===== src/rtl/draw_pkg.sv =====
// draw_pkg: definitions shared by the VGA rectangle-draw arbiter.
//   SCREEN_W / SCREEN_H  visible area of the 160x120 adapter
//   DRAW_*_W             default coordinate and colour widths
//   state_e              draw FSM states
//   idx_width()          width of a requester index (at least 1 bit)
package draw_pkg;

  localparam int SCREEN_W     = 160;
  localparam int SCREEN_H     = 120;
  localparam int DRAW_X_W     = 8;
  localparam int DRAW_Y_W     = 7;
  localparam int DRAW_COLOR_W = 3;

  typedef enum logic [1:0] {
    IDLE = 2'd0,
    LOAD = 2'd1,
    DRAW = 2'd2,
    DONE = 2'd3
  } state_e;

  function automatic int idx_width(input int n);
    return (n > 1) ? $clog2(n) : 1;
  endfunction

endpackage


===== src/rtl/rr_arbiter.sv =====
// rr_arbiter: combinational requester selection for vga_draw_arbiter.
//   req    request vector
//   ptr    index of the most recently served requester
//   grant  one-hot winner (all zero when no request)
//   idx    index of the winner
// Default: round-robin, first set bit searching from ptr+1 modulo N_REQ.
// With VGA_DRAW_ARB_FIXED_PRIO_EN defined: lowest set index wins, ptr ignored.
module rr_arbiter
  import draw_pkg::*;
#(
  parameter int N_REQ = 3,
  parameter int IDX_W = idx_width(N_REQ)
) (
  input  logic [N_REQ-1:0] req,
  input  logic [IDX_W-1:0] ptr,
  output logic [N_REQ-1:0] grant,
  output logic [IDX_W-1:0] idx
);

  logic found;

`ifdef VGA_DRAW_ARB_FIXED_PRIO_EN
  logic unused_ptr;
  assign unused_ptr = ^ptr;

  always_comb begin
    // NOTE: every output of a combinational block gets a default first so no latch is inferred.
    grant = '0;
    idx   = '0;
    found = 1'b0;
    for (int k = 0; k < N_REQ; k++) begin
      if (!found && req[k]) begin
        found    = 1'b1;
        grant[k] = 1'b1;
        idx      = IDX_W'(k);
      end
    end
  end
`else
  logic [IDX_W-1:0] cand;

  always_comb begin
    // NOTE: every output of a combinational block gets a default first so no latch is inferred.
    grant = '0;
    idx   = '0;
    found = 1'b0;
    cand  = '0;
    // Candidates in order ptr+1, ptr+2, ..., ptr (wrapping); the pointer itself is tried last.
    for (int off = 1; off <= N_REQ; off++) begin
      cand = IDX_W'((int'(ptr) + off) % N_REQ);
      if (!found && req[cand]) begin
        found       = 1'b1;
        grant[cand] = 1'b1;
        idx         = cand;
      end
    end
  end
`endif

endmodule


===== src/rtl/vga_draw_arbiter.sv =====
// vga_draw_arbiter: shares the pixel-write port of the 160x120 VGA adapter
// between N_REQ rectangle-drawing requesters. One request is accepted at a
// time, then the rectangle is swept row by row at one pixel per clock.
//   clk, resetn   clock, asynchronous active-low reset
//   req           per-requester level request, held until gnt
//   req_x/y/w/h   per-requester top-left corner and size (slice k)
//   req_color     per-requester fill colour (slice k)
//   gnt           one-hot pulse in LOAD: parameters latched
//   done          one-hot pulse in DONE: rectangle finished
//   busy          high in LOAD, DRAW and DONE
//   vga_x/y/colour/plot  pixel write to the adapter
// Build option: VGA_DRAW_ARB_FIXED_PRIO_EN selects fixed priority (lowest
// index wins) instead of round-robin.
module vga_draw_arbiter
  import draw_pkg::*;
#(
  parameter int N_REQ   = 3,
  parameter int X_W     = DRAW_X_W,
  parameter int Y_W     = DRAW_Y_W,
  parameter int COLOR_W = DRAW_COLOR_W
) (
  input  logic                       clk,
  input  logic                       resetn,
  input  logic [N_REQ-1:0]           req,
  input  logic [N_REQ*X_W-1:0]       req_x,
  input  logic [N_REQ*Y_W-1:0]       req_y,
  input  logic [N_REQ*X_W-1:0]       req_w,
  input  logic [N_REQ*Y_W-1:0]       req_h,
  input  logic [N_REQ*COLOR_W-1:0]   req_color,
  output logic [N_REQ-1:0]           gnt,
  output logic [N_REQ-1:0]           done,
  output logic                       busy,
  output logic [X_W-1:0]             vga_x,
  output logic [Y_W-1:0]             vga_y,
  output logic [COLOR_W-1:0]         vga_colour,
  output logic                       vga_plot
);

  localparam int IDX_W = idx_width(N_REQ);

  state_e             state;
  logic [IDX_W-1:0]   ptr;
  logic [N_REQ-1:0]   cur_oh;

  // Latched rectangle
  logic [X_W-1:0]     x0, w;
  logic [Y_W-1:0]     y0, h;
  logic [COLOR_W-1:0] col;

  // Column / row of the pixel currently presented
  logic [X_W-1:0]     i;
  logic [Y_W-1:0]     j;

  logic [N_REQ-1:0]   win_oh;
  logic [IDX_W-1:0]   win_idx;

  logic [X_W-1:0]     sel_x, sel_w;
  logic [Y_W-1:0]     sel_y, sel_h;
  logic [COLOR_W-1:0] sel_col;

  logic [X_W-1:0]     nxt_i;
  logic [Y_W-1:0]     nxt_j;
  logic               last_col, last_row;
  logic [X_W:0]       sum_x;
  logic [Y_W:0]       sum_y;
  logic               pix_on;

  rr_arbiter #(
    .N_REQ (N_REQ),
    .IDX_W (IDX_W)
  ) u_arb (
    .req   (req),
    .ptr   (ptr),
    .grant (win_oh),
    .idx   (win_idx)
  );

  // Parameters of the winning requester
  always_comb begin
    sel_x   = '0;
    sel_y   = '0;
    sel_w   = '0;
    sel_h   = '0;
    sel_col = '0;
    for (int k = 0; k < N_REQ; k++) begin
      if (win_oh[k]) begin
        sel_x   = req_x[k*X_W +: X_W];
        sel_y   = req_y[k*Y_W +: Y_W];
        sel_w   = req_w[k*X_W +: X_W];
        sel_h   = req_h[k*Y_W +: Y_W];
        sel_col = req_color[k*COLOR_W +: COLOR_W];
      end
    end
  end

  // Next pixel to present: origin when leaving LOAD, else raster step.
  assign last_col = (i == w - X_W'(1));
  assign last_row = (j == h - Y_W'(1));

  always_comb begin
    if (state == LOAD) begin
      nxt_i = '0;
      nxt_j = '0;
    end else if (last_col) begin
      nxt_i = '0;
      nxt_j = j + Y_W'(1);
    end else begin
      nxt_i = i + X_W'(1);
      nxt_j = j;
    end
  end

  // One extra bit so coordinates past the right/bottom edge are not aliased
  // back on screen; the adapter still receives the truncated sum.
  assign sum_x  = {1'b0, x0} + {1'b0, nxt_i};
  assign sum_y  = {1'b0, y0} + {1'b0, nxt_j};
  assign pix_on = (sum_x < (X_W+1)'(SCREEN_W)) && (sum_y < (Y_W+1)'(SCREEN_H));

  always_ff @(posedge clk or negedge resetn) begin
    if (!resetn) begin
      // Pointer starts at the last requester so requester 0 wins first.
      state      <= IDLE;
      ptr        <= IDX_W'(N_REQ - 1);
      cur_oh     <= '0;
      x0         <= '0;
      y0         <= '0;
      w          <= '0;
      h          <= '0;
      col        <= '0;
      i          <= '0;
      j          <= '0;
      gnt        <= '0;
      done       <= '0;
      busy       <= 1'b0;
      vga_x      <= '0;
      vga_y      <= '0;
      vga_colour <= '0;
      vga_plot   <= 1'b0;
    end else begin
      // NOTE: sequential state uses non-blocking assignments so every register samples pre-edge values.
      gnt  <= '0;
      done <= '0;
      case (state)
        IDLE: begin
          if (|req) begin
            x0     <= sel_x;
            y0     <= sel_y;
            w      <= sel_w;
            h      <= sel_h;
            col    <= sel_col;
            cur_oh <= win_oh;
            ptr    <= win_idx;
            gnt    <= win_oh;
            busy   <= 1'b1;
            state  <= LOAD;
          end
        end

        LOAD: begin
          i <= nxt_i;
          j <= nxt_j;
          if (w == '0 || h == '0) begin
            done     <= cur_oh;
            vga_plot <= 1'b0;
            state    <= DONE;
          end else begin
            vga_x      <= sum_x[X_W-1:0];
            vga_y      <= sum_y[Y_W-1:0];
            vga_colour <= col;
            vga_plot   <= pix_on;
            state      <= DRAW;
          end
        end

        DRAW: begin
          if (last_col && last_row) begin
            done     <= cur_oh;
            vga_plot <= 1'b0;
            state    <= DONE;
          end else begin
            i          <= nxt_i;
            j          <= nxt_j;
            vga_x      <= sum_x[X_W-1:0];
            vga_y      <= sum_y[Y_W-1:0];
            vga_colour <= col;
            vga_plot   <= pix_on;
          end
        end

        DONE: begin
          busy  <= 1'b0;
          state <= IDLE;
        end

        default: state <= IDLE;
      endcase
    end
  end

endmodule


===== config.mk =====
export PLATFORM = sky130hd
export DESIGN_NAME = vga_draw_arbiter
export DESIGN_NICKNAME = d
export VERILOG_FILES = /design/src/rtl/draw_pkg.sv /design/src/rtl/rr_arbiter.sv /design/src/rtl/vga_draw_arbiter.sv
export SDC_FILE = /design/constraint.sdc
export NUM_CORES = 1
export LEC_CHECK = 0
export BUFFER_PORTS_ARGS = -buffer_cell sky130_fd_sc_hd__buf_2
export CAP_MARGIN = 10
export CORE_UTILIZATION = 39
export CTS_CLUSTER_SIZE = 12
export DETAILED_ROUTE_END_ITERATION = 16
export PLACE_DENSITY = 0.64
export RECOVER_POWER = 50
export SLEW_MARGIN = 30
export SYNTH_ARGS = -nofsm -noshare
export SYNTH_HDL_FRONTEND = slang
export SYNTH_HIERARCHICAL = 1
export SYNTH_SLANG_ARGS = --single-unit

===== constraint.sdc =====
create_clock -name clk -period 5.2 [get_ports clk]
set_clock_uncertainty 0.2 [all_clocks]
set_input_delay 0.52 -clock clk [delete_from_list [all_inputs] [get_ports clk]]
set_output_delay 0.52 -clock clk [all_outputs]
set_load 0.01 [all_outputs]

==> impl_metrics.csv, run 1 <==
group,metric,value,unit
pwr,p_per_area,206,mW/mm²
worst_setup_path,crit_required,5210,ps
global_route,grt_max_degree,82,
final_layout,layout-drive-gt1-share,24.2,%
timing,rsz0062_at_grt,"no",
floorplanning,coreArea,0.0145,mm²
synth,netlist_instances,638,
synth,ys.warnings.count,6,
timing,timing.final.crit_share,86.2,%
synth,synth_edf_count,0,
clock_tree,postCtsSetupBuffers,0,
route,antenna_left,0,
floorplanning,die_h,124,µm
pwr,total_power,1.42,mW
clock_tree,cts-buffers-inserted,9,
clock_tree,ctsHoldBuffers,0,
timing,slew_headroom,-148,%
place,port_buffers,129,
pwr,leakagePower,3.21,nW
timing,hold_viol_final,0,
worst_setup_path,start_kind,"flop",
global_route,grt_pass1_wl,25500,µm
floorplanning,rows,44,
route,wire_per_inst,17.0,µm
worst_setup_path,rr_startpoint,"w[0]",
synth,yosys.cell_count.top_type,"o21ai_0",
route,first_iter_violations,259,
route,dr.pass1.iters,6,
worst_setup_path,reg2reg_slack,720,ps
floorplanning,start_util,40.0,%
outcome,status,"finished with violations",
worst_setup_path,path_cells,"inv_1, ha_1, and3b_1, o21a_1, o31ai_4, or3_1, nand3_1, fa_1, nor2b_1, o31a_1, o21ai_0, a221o_1, a311oi_1, o41ai_1",
clock_tree,ctsRootBufferMaster,"clkbuf_16",
synth,synth_ff_type,"dfrtp_1",
route,totalWireLength,15800,µm
timing,setup_violations,0,
synth,synthArstFlopShare,100,%
synth,ys_top_cells_by_count,"o21ai_0 (83), dfrtp_1 (80), nand2_1 (52), inv_1 (36), a221o_1 (33)",
clock_tree,cts_sinks,81,
timing,worstMarginPinSlew,3720,ps
floorplanning,die_w,124,µm
synth,yosys.area.top_type,"dfrtp_1",
clock_tree,clk_pin_slew_worst_paths,60,ps
timing,fmax,223,MHz
route,drc,0,
worst_setup_path,cpPeakStageDelay,570,ps
clock_tree,post_cts_resized,0,
timing,slew_violations,82,
worst_setup_path,arrival,4490,ps
final_layout,area_delta_synth_final,18.1,%
worst_setup_path,startpoint,"w[0]",
worst_setup_path,crit_fanout,16,
synth,synth_top_area_share,34.4,%
floorplanning,die_area,0.0154,mm²
synth,syn-num-nets,771,
worst_setup_path,crit_slowest_cell,"or3_1",
synth,syn_area,0.00582,mm²
worst_setup_path,critical_path_class,"reg -> reg",
worst_setup_path,cp-end-kind,"flop",
clock_tree,cts_htree_levels,3,
worst_setup_path,path_buf_inv,1,
worst_hold_path,min_from,"req_y[18]",
global_route,grt_overflow,0,
clock_tree,clk_path_buf_depth,2,
worst_hold_path,hold_class,"in -> reg",
route,viasPerCell,5.61,
synth,synth.distinct_cells,74,
synth,synth_area_leaders,"dfrtp_1 (34%), o21ai_0 (7.1%), ha_1 (5.8%), a221o_1 (5.7%), nand2_1 (3.4%)",
floorplanning,io_pins,130,
route,routed-via-count,5223,
job,max-cap-violations,1,
pwr,ir_drop,0.000162,V
global_route,grt_pass1_vias,5042,
final_layout,nets,876,
final_layout,diodes,0,
clock_tree,tritoncts,"done",
synth,seq_area_frac_synth,34.9,%
worst_setup_path,path_delay_family,"compound AO/OA/AOI/OAI gates",
global_route,antenna_found_initial,0,
global_route,grt_util_all_layers,21.9,%
timing,period_minus_slack,4480,ps
timing,fin_setup_tns,0,ps
place,hpwl,12000,µm
synth,syn_area_per_cell,9.12,µm²
clock_tree,clk_latency,350,ps
outcome,violations,"max-capacitance violations, max-slew violations",
synth,synth_seq_cells,81,
place,place.gp.congestion,0.814,
## metrics by stage
| step | instances | setup slack, ps | util (%) | area, µm² | hold WS, ps |
|---|---|---|---|---|---|
| after global placement | 916 | 980 | 45.2 | 6570 | 252 |
| after floorplan | 638 | 1290 | - | 5820 | 24.4 |
| after detailed placement | 916 | 774 | 45.2 | 6580 | 268 |
| final | 931 | 719 | 47.3 | 6870 | 269 |
| after CTS | 931 | 761 | 47.4 | 6890 | 50.3 |
| after global routing | 931 | 383 | 47.3 | 6870 | 288 |
## state kept, by name (all words and copies together) (netlist names)
| register | cells |
|---|---|
| i | 8 |
| vga_x | 8 |
| w | 8 |
| x0 | 8 |
| h | 7 |
| j | 7 |
| vga_y | 7 |
| y0 | 7 |
| col | 3 |
| cur_oh | 3 |
| done | 3 |
| gnt | 3 |
| vga_colour | 3 |
| ptr | 2 |
| state | 2 |
| busy | 1 |
| vga_plot | 1 |
## kinds of logic (layout without fill, tap and decap cells)
group | after synthesis | in the layout | share of synthesized area [%]
muxes | 31 | 31 | 6.32
xor gates and xnor gates | 31 | 31 | 4.67
DFF | 81 | 81 | 34.9
adders and majority gates | 29 | 29 | 6.50
AOI/OAI and AO/OA | 206 | 206 | 25.1
and+or+nand+nor | 180 | 180 | 16.6
buffers and inverters | 80 | 189 | 5.92
## worst register-to-register path, stage by stage, from the launching register on
cell and delay (ps):
dfrtp_1 400, inv_1 60, ha_1 230, and3b_1 190, o21a_1 210, o31ai_4 460, or3_1 570, nand3_1 250
fa_1 480, nor2b_1 190, o31a_1 170, o21ai_0 140, a221o_1 320, a311oi_1 350, o41ai_1 130
## final timing paths
check                       endpoint  cells after the start
max                         vga_plot                     14
min                            y0[4]                      3
max reg2reg                 vga_plot                     14
min reg2reg                cur_oh[1]                      1
max in group asynchronous       w[1]                      1
min in group asynchronous   vga_y[5]                      1
## report_power, final
group | internal, mW | leakage, nW | switching [mW]
Sequential | 0.631 | 1.08 | 0
Combinational | 0.0542 | 1.98 | 0.0604
Clock | 0.418 | 0.149 | 0.254
## final cells by class
cell class / instances / area [µm²]
Clock buffer: 10 / 229
Inverter: 37 / 139
Fill cell: 1442 / 7660
Clock inverter: 5 / 81.3
Multi-Input combinational cell: 477 / 3470
Timing Repair Buffer: 137 / 694
Tap cell: 184 / 230
Sequential cell: 81 / 2030
## routing by layer
layer / GRT usage (%) / vias up / wire [µm]
li1: - / 2580 / -
met1: 28.4 / 2446 / 7160
met2: 35.0 / 171 / 7500
met3: 3.80 / 26 / 747
met4: 10.5 / 0 / 417
met5: 0 / - / 0
## layout by cell type (no fill, tap or decap), drive strengths merged, types with 3 or more instances in the layout
master	Yosys	final
nand2b	11	11
nor3	17	17
or3	3	3
o21bai	4	4
o21a	5	5
inv	36	36
xor2	9	9
and3b	5	5
or2	3	3
buf	13	123
a21o	6	6
clkinv	1	3
nand3	9	9
xnor2	22	22
o31ai	5	5
o21ai	86	86
nor2b	7	7
ha	27	27
dfrtp	80	80
nor3b	3	3
a32o	5	5
mux2i	9	9
a21oi	23	23
a211oi	4	4
mux2	22	22
nor4	8	8
a221o	33	33
nor2	31	31
o41ai	4	4
clkbuf	30	23
nand2	52	52
nand4	12	12
o32ai	4	4
o211ai	3	3
and3	11	11
o2bb2ai	3	3
o22ai	3	3
Note: power is estimated with default switching activity, not from simulation.
==> run 2, diff against run 1 <==
--- a/config.mk
+++ b/config.mk
@@ -7,6 +7,7 @@
 export LEC_CHECK = 0
 export BUFFER_PORTS_ARGS = -buffer_cell sky130_fd_sc_hd__buf_2
 export CAP_MARGIN = 10
+export CORE_MARGIN = 2
 export CORE_UTILIZATION = 39
 export CTS_CLUSTER_SIZE = 12
 export DETAILED_ROUTE_END_ITERATION = 16
==> run 2 against run 1 <==
Net effect: largest cell class unchanged; utilization is 0.15 points higher; combinational power hardly changed; the run still ends with max-capacitance violations, max-slew violations left; cell count is 0.11% higher; largest power group unchanged; non-clock buffer count stayed put; final area is 0.31% higher; sequential share of layout area is 0.091 points lower.
==> impl_metrics.csv, run 2 (synthesis gave the netlist of run 1 again) <==
group,metric,value,unit
worst_setup_path,crit_required,5240,ps
clock_tree,ctsHoldBuffers,0,
worst_setup_path,start_kind,"flop",
timing,slew_violations,82,
worst_setup_path,r2r_end,"vga_plot",
pwr,p_seq_share,43.3,%
worst_hold_path,min_from,"req_x[22]",
route,viasPerCell,5.67,
pwr,leakagePower,3.22,nW
pwr,netSwitchingPower,0.324,mW
clock_tree,postCtsSetupBuffers,0,
clock_tree,clk_pin_slew_worst_paths,60,ps
place,hpwl,11900,µm
timing,setup_violations,0,
timing,period_minus_slack,4440,ps
worst_setup_path,crit_fanout,16,
timing,rsz0062_at_grt,"no",
worst_setup_path,arrival,4480,ps
worst_setup_path,rr_startpoint,"w[0]",
global_route,grt_util_all_layers,20.5,%
route,totalWireLength,15900,µm
timing,setup_ws,758,ps
clock_tree,cts_sinks,81,
floorplanning,start_util,40.0,%
clock_tree,cts_htree_levels,3,
pwr,p_comb_share,7.9,%
place,port_buffers,129,
global_route,grt_pass1_wl,26400,µm
worst_setup_path,startpoint,"w[0]",
pwr,swShare,22.3,%
route,antenna_left,0,
final_layout,layout_commonest_cell,"buf_2",
place,place.gp.congestion,0.864,
floorplanning,die_h,126,µm
route,drc,0,
timing,worstMarginPinSlew,3760,ps
worst_setup_path,critical_path_class,"reg -> reg",
global_route,antenna_found_initial,0,
final_layout,nets,876,
place,preCtsSetupSlack,823,ps
pwr,clkPwrFrac,48.8,%
final_layout,area_delta_synth_final,18.5,%
final_layout,fin_area,0.00689,mm²
worst_setup_path,reg2reg_slack,760,ps
floorplanning,coreArea,0.0145,mm²
job,max-cap-violations,1,
route,dr.pass1.iters,5,
timing,timing.final.crit_share,85.4,%
global_route,grt_pass1_vias,5227,
route,routed-via-count,5280,
timing,hold_viol_final,0,
timing,holdWs,269,ps
worst_setup_path,endpoint,"vga_plot",
pwr,intPower,1.13,mW
floorplanning,io_pins,130,
timing,fin_setup_tns,0,ps
worst_setup_path,cp-end-kind,"flop",
place,dpl_cell_area,0.00658,mm²
clock_tree,post_cts_resized,0,
outcome,status,"finished with violations",
place,dp_cells,916,
floorplanning,rows,44,
floorplanning,die_area,0.0159,mm²
pwr,p_per_area,211,mW/mm²
route,first_iter_violations,232,
timing,fmax,225,MHz
final_layout,diodes,0,
clock_tree,cts-buffers-inserted,9,
final_layout,layout.cells.most_common_list,"buf_2 (115), o21ai_0 (83), dfrtp_1 (80)",
clock_tree,ctsRootBufferMaster,"clkbuf_16",
global_route,grt_overflow,0,
route,wire_per_inst,17.1,µm
worst_hold_path,hold_class,"in -> reg",
clock_tree,clk_latency,350,ps
timing,slew_headroom,-151,%
global_route,grt_max_degree,82,
floorplanning,die_w,126,µm
final_layout,finalNonFillerCells,932,
clock_tree,clk_path_buf_depth,2,
worst_setup_path,reg2reg_depth,15,
final_layout,layout-drive-gt1-share,24.3,%
outcome,violations,"max-capacitance violations, max-slew violations",
clock_tree,tritoncts,"done",
pwr,ir_drop,0.000146,V
-- run 2: cell types whose count changed in the layout (fill, tap and decap cells not counted), sizes merged --
cell      before  now
clkbuf        23   25
clkinv         3    1
clkinvlp       1    2
-- run 2: per-layer routing --
| layer | vias to the layer above | part of all wire, % | global-route usage (%) |
|---|---|---|---|
| li1 | 2574 | - | - |
| met1 | 2520 | 44 | 26.1 |
| met3 | 24 | 4.5 | 3.74 |
| met5 | - | 0 | 0 |
| met2 | 162 | 50 | 35.3 |
| met4 | 0 | 2.1 | 6.33 |
-- run 2: how the worst min path moves through the flow --
stage | cells past startpoint | to | slack [ps]
6_report | 3 | x0[6] | 270
4_1_cts | 1 | vga_y[5] | 60
3_5_place_dp | 1 | cur_oh[2] | 270
2_1_floorplan | 0 | busy | 20
3_3_place_gp | 1 | cur_oh[2] | 250
5_1_grt | 3 | col[2] | 290
-- run 2: cell type report --
cell class,count,area [µm²]
Fill cell,1420,7640
Multi-Input combinational cell,477,3470
Sequential cell,81,2030
Timing Repair Buffer,137,694
Clock buffer,12,256
Tap cell,184,230
Inverter,37,139
Clock inverter,4,75.1
-- run 2: power by group through the flow --
| stage | Clock (mW) | Sequential (mW) | Combinational (mW) |
|---|---|---|---|
| 2_1_floorplan | 0 | 0.642 | 0.0464 |
| 3_3_place_gp | 0 | 0.642 | 0.112 |
| 3_5_place_dp | 0 | 0.642 | 0.116 |
| 4_1_cts | 0.721 | 0.630 | 0.116 |
| 5_1_grt | 0.744 | 0.630 | 0.128 |
| 6_report | 0.711 | 0.630 | 0.115 |
-- run 2: worst max-delay path: stages, from the launching register on --
cell	delay [ps]
dfrtp_1	420
inv_1	90
ha_1	210
nor2b_1	250
and3_1	210
o221ai_2	220
or3_1	670
nor3_1	330
mux2_2	370
ha_1	340
nor2_1	120
a21oi_1	50
and3_1	160
and4_1	180
a311o_1	280
o41ai_1	240
-- run 2: per-stage QoR --
step | util, % | power [mW]
floorplan | - | 0.688
global placement | 45.2 | 0.754
detailed placement | 45.2 | 0.758
CTS | 47.5 | 1.47
global route | 47.4 | 1.50
finish | 47.4 | 1.46
